==> src/rtl/luma_pkg.sv <==
`default_nettype none
// ============================================================================
// luma_pkg : mode encodings, luma coefficients, rounding constant, RGB565 expand
// Rev 1.0
// ============================================================================
package luma_pkg;

  localparam logic [1:0] MODE_AVG   = 2'd0;
  localparam logic [1:0] MODE_BT601 = 2'd1;
  localparam logic [1:0] MODE_BT709 = 2'd2;
  localparam logic [1:0] MODE_GREEN = 2'd3;

  // 9-bit fields so the green-only weight of 256 fits
  typedef struct packed {
    logic [8:0] cr;
    logic [8:0] cg;
    logic [8:0] cb;
  } coef_t;

  localparam coef_t COEF_AVG   = '{cr: 9'd85, cg: 9'd86,  cb: 9'd85};
  localparam coef_t COEF_BT601 = '{cr: 9'd77, cg: 9'd150, cb: 9'd29};
  localparam coef_t COEF_BT709 = '{cr: 9'd54, cg: 9'd183, cb: 9'd19};
  localparam coef_t COEF_GREEN = '{cr: 9'd0,  cg: 9'd256, cb: 9'd0};

  localparam logic [16:0] ROUND_C = 17'd128;

  function automatic logic [23:0] expand_565(input logic [15:0] p);
    return {p[15:11], p[15:13], p[10:5], p[10:9], p[4:0], p[4:2]};
  endfunction

  function automatic coef_t coef_for(input logic [1:0] m);
    coef_t c;
    case (m)
      MODE_AVG:   c = COEF_AVG;
      MODE_BT601: c = COEF_BT601;
      MODE_BT709: c = COEF_BT709;
      default:    c = COEF_GREEN;
    endcase
    return c;
  endfunction

endpackage
`default_nettype wire

==> src/rtl/luma_lane.sv <==
`default_nettype none
// ============================================================================
// luma_lane : one pixel's datapath -- products in stage 1, rounded luma in stage 2
// Rev 1.0
// ============================================================================
module luma_lane
  import luma_pkg::*;
#(
  parameter  int IN_FMT = 0,
  localparam int PW     = (IN_FMT == 0) ? 16 : 24
) (
  input  logic          clk,
  input  logic          rst_n,
  input  logic [PW-1:0] pix,
  input  logic [1:0]    mode_sel,
  input  logic          load_s1,
  input  logic          load_s2,
  output logic [7:0]    luma
);

  logic [23:0] rgb;
  coef_t       coef;
  logic [16:0] prod_r_d, prod_g_d, prod_b_d;
  logic [16:0] prod_r_q, prod_g_q, prod_b_q;
  logic [18:0] sum;
  logic [10:0] scaled;
  logic [7:0]  luma_d, luma_q;

  generate
    if (IN_FMT == 0) begin : g_rgb565
      assign rgb = expand_565(pix);
    end else begin : g_rgb888
      assign rgb = pix;
    end
  endgenerate

  always_comb begin
    coef     = coef_for(mode_sel);
    prod_r_d = prod_r_q;
    prod_g_d = prod_g_q;
    prod_b_d = prod_b_q;
    if (load_s1) begin
      prod_r_d = 17'(rgb[23:16]) * 17'(coef.cr);
      prod_g_d = 17'(rgb[15:8])  * 17'(coef.cg);
      prod_b_d = 17'(rgb[7:0])   * 17'(coef.cb);
    end
    sum    = 19'(prod_r_q) + 19'(prod_g_q) + 19'(prod_b_q) + 19'(ROUND_C);
    scaled = 11'(sum >> 8);
    luma_d = luma_q;
    if (load_s2) begin
      luma_d = (scaled > 11'd255) ? 8'hFF : scaled[7:0];
    end
  end

  always_ff @(posedge clk or negedge rst_n) begin
    if (!rst_n) begin
      prod_r_q <= '0;
      prod_g_q <= '0;
      prod_b_q <= '0;
      luma_q   <= '0;
    end else begin
      prod_r_q <= prod_r_d;
      prod_g_q <= prod_g_d;
      prod_b_q <= prod_b_d;
      luma_q   <= luma_d;
    end
  end

  assign luma = luma_q;

endmodule
`default_nettype wire

==> src/rtl/color_to_luma_stream.sv <==
`default_nettype none
// ============================================================================
// color_to_luma_stream : streaming RGB565/RGB888 to 8-bit luma, 2-stage pipeline
// Rev 1.0
// ============================================================================
module color_to_luma_stream
  import luma_pkg::*;
#(
  parameter  int LANES  = 1,
  parameter  int IN_FMT = 0,
  localparam int PW     = (IN_FMT == 0) ? 16 : 24
) (
  input  logic                clk,
  input  logic                rst_n,
  input  logic [1:0]          mode,
  input  logic                in_valid,
  output logic                in_ready,
  input  logic [LANES*PW-1:0] in_data,
  input  logic                in_sof,
  input  logic                in_eol,
  output logic                out_valid,
  input  logic                out_ready,
  output logic [LANES*8-1:0]  out_data,
  output logic                out_sof,
  output logic                out_eol,
  output logic [15:0]         frame_pixels
);

  logic        v1_q, v1_d, v2_q, v2_d;
  logic        sof1_q, sof1_d, eol1_q, eol1_d;
  logic        sof2_q, sof2_d, eol2_q, eol2_d;
  logic [1:0]  mode_q, mode_d;
  logic [15:0] frame_pixels_q, frame_pixels_d;
  logic [16:0] fp_sum;
  logic        s2_ready, s1_load, s2_load, out_fire;
  logic [1:0]  lane_mode;

  always_comb begin
    s2_ready  = !v2_q || out_ready;
    in_ready  = !v1_q || s2_ready;
    s1_load   = in_valid && in_ready;
    s2_load   = v1_q && s2_ready;
    out_fire  = v2_q && out_ready;
    // a start-of-frame beat is already processed with the newly requested mode
    lane_mode = in_sof ? mode : mode_q;

    v1_d   = s1_load || (v1_q && !s2_ready);
    v2_d   = s2_ready ? v1_q : v2_q;
    sof1_d = s1_load ? in_sof : sof1_q;
    eol1_d = s1_load ? in_eol : eol1_q;
    sof2_d = s2_load ? sof1_q : sof2_q;
    eol2_d = s2_load ? eol1_q : eol2_q;
    mode_d = (s1_load && in_sof) ? mode : mode_q;

    fp_sum         = {1'b0, frame_pixels_q} + 17'(LANES);
    frame_pixels_d = frame_pixels_q;
    if (out_fire) begin
      if (sof2_q) frame_pixels_d = 16'(LANES);
      else        frame_pixels_d = fp_sum[16] ? 16'hFFFF : fp_sum[15:0];
    end
  end

  always_ff @(posedge clk or negedge rst_n) begin
    if (!rst_n) begin
      v1_q           <= 1'b0;
      v2_q           <= 1'b0;
      sof1_q         <= 1'b0;
      eol1_q         <= 1'b0;
      sof2_q         <= 1'b0;
      eol2_q         <= 1'b0;
      mode_q         <= MODE_BT601;
      frame_pixels_q <= '0;
    end else begin
      v1_q           <= v1_d;
      v2_q           <= v2_d;
      sof1_q         <= sof1_d;
      eol1_q         <= eol1_d;
      sof2_q         <= sof2_d;
      eol2_q         <= eol2_d;
      mode_q         <= mode_d;
      frame_pixels_q <= frame_pixels_d;
    end
  end

  generate
    for (genvar i = 0; i < LANES; i++) begin : g_lane
      luma_lane #(.IN_FMT(IN_FMT)) u_lane (
        .clk      (clk),
        .rst_n    (rst_n),
        .pix      (in_data[i*PW +: PW]),
        .mode_sel (lane_mode),
        .load_s1  (s1_load),
        .load_s2  (s2_load),
        .luma     (out_data[i*8 +: 8])
      );
    end
  endgenerate

  assign out_valid    = v2_q;
  assign out_sof      = sof2_q;
  assign out_eol      = eol2_q;
  assign frame_pixels = frame_pixels_q;

endmodule
`default_nettype wire

==> config.mk <==
export PLATFORM = sky130hd
export DESIGN_NAME = color_to_luma_stream
export DESIGN_NICKNAME = d
export VERILOG_FILES = /design/src/rtl/luma_pkg.sv /design/src/rtl/luma_lane.sv /design/src/rtl/color_to_luma_stream.sv
export SDC_FILE = /design/constraint.sdc
export NUM_CORES = 1
export LEC_CHECK = 0
export CORE_MARGIN = 1
export CORE_UTILIZATION = 39
export CTS_CLUSTER_DIAMETER = 150
export DETAILED_ROUTE_END_ITERATION = 10
export SLEW_MARGIN = 20
export SYNTH_ARGS = -nofsm -noshare
export SYNTH_HDL_FRONTEND = slang
export SYNTH_SLANG_ARGS = --single-unit
==> constraint.sdc <==
create_clock -name clk -period 15.4 [get_ports clk]
set_input_delay 4.62 -clock clk [delete_from_list [all_inputs] [get_ports clk]]
set_output_delay 4.62 -clock clk [all_outputs]
set_load 0.02 [all_outputs]
# Word level (Yosys, flattened, before mapping)
# Cells that the tools add are included.
# totals
elab_cells	39
rom_bits	0
out_inout_bits	28
regBits	83
mem_count	0
ramBits	0
inputBits	24
latch_bits	0
# op_classes
div	0
add_sub_neg	4
n_reduce_logical	12
magnitude_cmp	1
n_mul	3
n_eq_ne	2
n_mux	5
shifts	0
bitwise	0
# ops
operator	n
case mux 25 bit (3 select lines)	1
multiplier 8 x 9 -> 17 bit	2
2-to-1 mux 16 bit	2
adder 19 x 17 -> 19 bit	1
adder 19 x 8 -> 19 bit, second input constant	1
adder 17 x 17 -> 18 bit	1
adder 16 x 1 -> 17 bit, second input constant	1
multiplier 8 x 7 -> 15 bit	1
greater-than comparator 11 x 8 -> 1 bit, second input constant	1
2-to-1 mux 8 bit	1
logical AND 1 bit	5
zero test 1 bit	3
logical OR 1 bit	3
equality test 2 x 1 -> 1 bit, second input constant	1
equality test 2 bit, second input constant	1
zero test 2 bit	1
2-to-1 mux 2 bit	1

# Logic depth before layout (Yosys ltp)
# depth
ltp_word	5
depth_mapped	23

# Modules after synthesis
# Synthesis repeated with hierarchy kept, for this count alone.
# hier_totals
cells_unflattened	1070
area_unflattened_um2	10004.6
# by_module_without_submodules
module	area_per_inst_um2	n_inst	cells_per_inst	seq_area_each_um2
luma_lane	8719.6	1	943	1451.4
color_to_luma_stream	1285.0	1	127	601.8

# Worst setup path after synthesis
# Ideal clock, no wire load.
# synth_path
path_kind	input to output
startpoint	input out_ready
endpoint	output in_ready
cell_stages	1
slack_ns	5.867
arrival_ns	4.913
path_cell_list	nand3b_1
# synth_between
elab_chain_len	2
# synth_rtl
item	line_no	text
start, declared	color_to_luma_stream.sv:22	input logic out_ready,
logical OR 1 bit	color_to_luma_stream.sv:39	s2_ready = !v2_q || out_ready;
logical OR 1 bit	color_to_luma_stream.sv:40	in_ready = !v1_q || s2_ready;
end, declared	color_to_luma_stream.sv:17	output logic in_ready,
# Every way passes these cells.

# Worst setup path after layout
# Same ends and word-level chain as after synthesis.

==> summary.md <==
| Metric | Value |
|---|---|
| Pwr Total | `2.380 mW` |
| Max_cap viols | `0` |
| Multi-input gate area | `7183 um^2` |
| Sum Neg Setup Slack | `0 ns` |
| Max incr delay on CP | `0.63 ns` |
| Commonest non-fill, non-tap cell in the layout | `ha_1` |
| Worst vdd ir | `0.0001194 V` |
| Worst path slowest cell | `clkdlybuf4s50_1` |
| RD Place Congestion | `0.8646` |
| CTS Sinks | `80` |
| CTS Hold Bufs | `0` |
| Crit Path Max Fanout | `4` |
| DIE AREA | `25900 um^2` |
| Initial core utilization | `0.4016` |
| Critical Path, Cell by Cell | `clkdlybuf4s50_1, nand3b_1, clkdlybuf4s50_1` |
| Synth async-reset ratio | `1.000` |
| Root Buffer | `clkbuf_16` |
| Primary FF master, synth | `dfrtp_1` |
| Clk buf depth | `2` |
| Core area | `24530 um^2` |
| Highest Signal Layer | `met4` |
| Achievable Freq | `0.09463 GHz` |
| Post-synth EDFFs | `0` |
| Syn_nets | `1346` |
| Flops & latches, synth | `80` |
| Number of fill cells | `2403` |
| Synth top area share | `0.2121` |
| Register area share after synthesis | `0.2033` |
| Crit Path Category | `in2out` |
| WL/cell | `15.37 um` |
| Slew margin rel. | `0.5143` |
| DP Area | `10680 um^2` |
| First-pass GRT wire length | `37.34 mm` |
| Final Hold Slack | `0.4844 ns` |
| Worst slew pin tran | `0.7286 ns` |
| Cell Pwr Density | `216.4 nW/um^2` |
| Yosys cell types | `65` |
| Die H | `161.0 um` |
| Lkg Pwr | `5.627 nW` |
| Layout overhead on the synthesized area | `11.62%` |
| Post-CTS setup buffers | `0` |
| R2r worst-path depth | `18` |
| Row count | `57` |
| Vias post-DR | `7210` |
| CP Launch Point | `out_ready` |
| Status | `finished clean` |
| Gate Count Post-Synth | `1070` |
| Hpwl dp | `18.39 mm` |
| H-tree levels | `3` |
| Most frequent cells in the layout | `167 x ha_1, 146 x inv_1, 111 x nand2_1` |
| DRT antenna net count | `0` |
| Post-synth design cell area | `9853 um^2` |
| Clock transition at path regs | `0.07 ns` |
| Post-route DRC violation count | `0` |
| Diode count | `0` |
| Crit path top cell by count | `clkdlybuf4s50_1` |
| Die W | `161.0 um` |
| CP Capture Type | `primary output` |
| Ys Warns | `0` |
| Fin crit share | `0.6862` |
| Req. time, crit path | `10.78 ns` |
| Met2 wire len | `10.09 mm` |
| Synth area leaders | `ha_1 21%, dfrtp_1 20%, fa_1 17%` |
| Cts bufs inserted | `9` |
| FF/Latch Area | `2003 um^2` |
| IO Pins | `52` |
| Drt first pass iters | `4` |
| Vias per inst | `5.017` |
| Reg2reg end | `g_lane[0].u_lane.prod_g_q[15]` |
| RSZ-0062 raised after global routing | `no` |
| Vias in the first global route | `7333` |
| Syn Area/Cell | `9.209 um^2` |
| GRT Residual Overflow | `0` |
| Drt total wl | `22.09 mm` |
| Fin area | `11000 um^2` |
| Startpoint types | `input pin` |
| Met3 wire len | `650 um` |
| Clock Latency Late Sink | `0.34 ns` |
| Slew Limit Fails | `0` |
| Crit path DAT | `5.95 ns` |
| Initial DRC Count | `366` |
| Cts repair resizes | `0` |
| Worst hold path class | `reg2reg` |
| Final #Nets | `1384` |
| DRT met1 WL | `11.10 mm` |
| CTS tree | `yes` |
| Fin crit period | `10.57 ns` |
| IO Port Bufs | `51` |
| Layout cells sized above 1 | `0.03504` |
| Worst R2R Start | `mode_q[0]` |
| Setup Skew | `0.01770 ns` |
| Setup-failing EPs final | `0` |
| Initial antenna violation count | `0` |
| Pin count of the biggest net entering global routing | `84` |
| Flop2flop setup slack | `9.76 ns` |
| Final Hold Fails | `0` |
| Total Routing Usage GR | `0.1810` |
| Leading area contributor after synthesis | `ha_1` |
| Worst Setup EP | `in_ready` |
cells by family (layout without fill, tap and decap cells):
kind of cell | after synthesis | after routing | share of synthesized area
and+or+nand+nor | 282 | 282 | 0.1439
AOI/OAI and AO/OA | 221 | 221 | 0.1441
adders and majority gates | 252 | 252 | 0.3848
DFF | 80 | 80 | 0.2033
xor gates and xnor gates | 52 | 52 | 0.04622
muxes | 9 | 9 | 0.009778
buffers and inverters | 174 | 217 | 0.06794
critical path: cells and delay by family:
family / cells / cell delay (ns)
buffers and inverters: 2 / 1.13
AND/OR/NAND/NOR: 1 / 0.19
synthesized netlist by cell type (25+ instances only):
cell type	instances
a21oi_1	64
and2_1	47
clkbuf_1	25
dfrtp_1	79
fa_1	85
ha_1	167
inv_1	146
nand2_1	112
nor2_1	34
o21ai_0	56
xnor2_1	25
xor2_1	27
area by class of cell:
class / instances / share of cell area
Multi-Input combinational cell: 816 / 0.6531
Sequential cell: 80 / 0.1821
Clock inverter: 6 / 0.008305
Clock buffer: 10 / 0.02082
Tap cell: 324 / 0.03686
Timing Repair Buffer: 55 / 0.04892
Inverter: 146 / 0.04983
how the worst min path moves through the flow:
stage                                       startpoint                      endpoint  slack [ns]  depth (start not counted)
final                                             v1_q                     out_valid        0.48                          1
after global routing                            sof1_q                        sof1_q        0.51                          2
after detailed placement  g_lane[0].u_lane.prod_r_q[3]  g_lane[0].u_lane.prod_r_q[3]        0.47                          2
after floorplan                                 eol1_q                        eol1_q        0.44                          2
after global placement                            v1_q                     out_valid        0.46                          1
after CTS                 g_lane[0].u_lane.prod_r_q[3]  g_lane[0].u_lane.prod_r_q[3]        0.49                          2
report_power, final:
group	leakage [nW]	internal, mW	total (mW)	switching [mW]
logic	4.47	0.791	1.81	1.02
registers	0.998	0.284	0.339	0.0547
clock network	0.157	0.143	0.234	0.0910
routing by layer:
layer / up-vias / track usage
li1: 3697 / -
met4: 0 / 0.04331
met2: 103 / 0.2939
met3: 15 / 0.02505
met1: 3395 / 0.2539
met5: - / 0
state kept, by name (all words and copies together), names as in the netlist:
register                flops
g_lane.u_lane.prod_r_q     15
out_sof                     1
g_lane.u_lane.prod_b_q     16
out_eol                     1
v1_q                        1
sof1_q                      1
g_lane.u_lane.luma          8
mode_q                      2
g_lane.u_lane.prod_g_q     17
eol1_q                      1
out_valid                   1
frame_pixels               16
through the flow:
stage | worst slack, ns | instances | util
after floorplan | 5.867 | 1070 | -
after global placement | 4.840 | 1421 | 0.4352
after detailed placement | 4.835 | 1421 | 0.4352
after CTS | 4.829 | 1437 | 0.4483
after global routing | 4.776 | 1437 | 0.4483
final | 4.833 | 1437 | 0.4483
No activity file was read; power rests on OpenSTA's default activity.
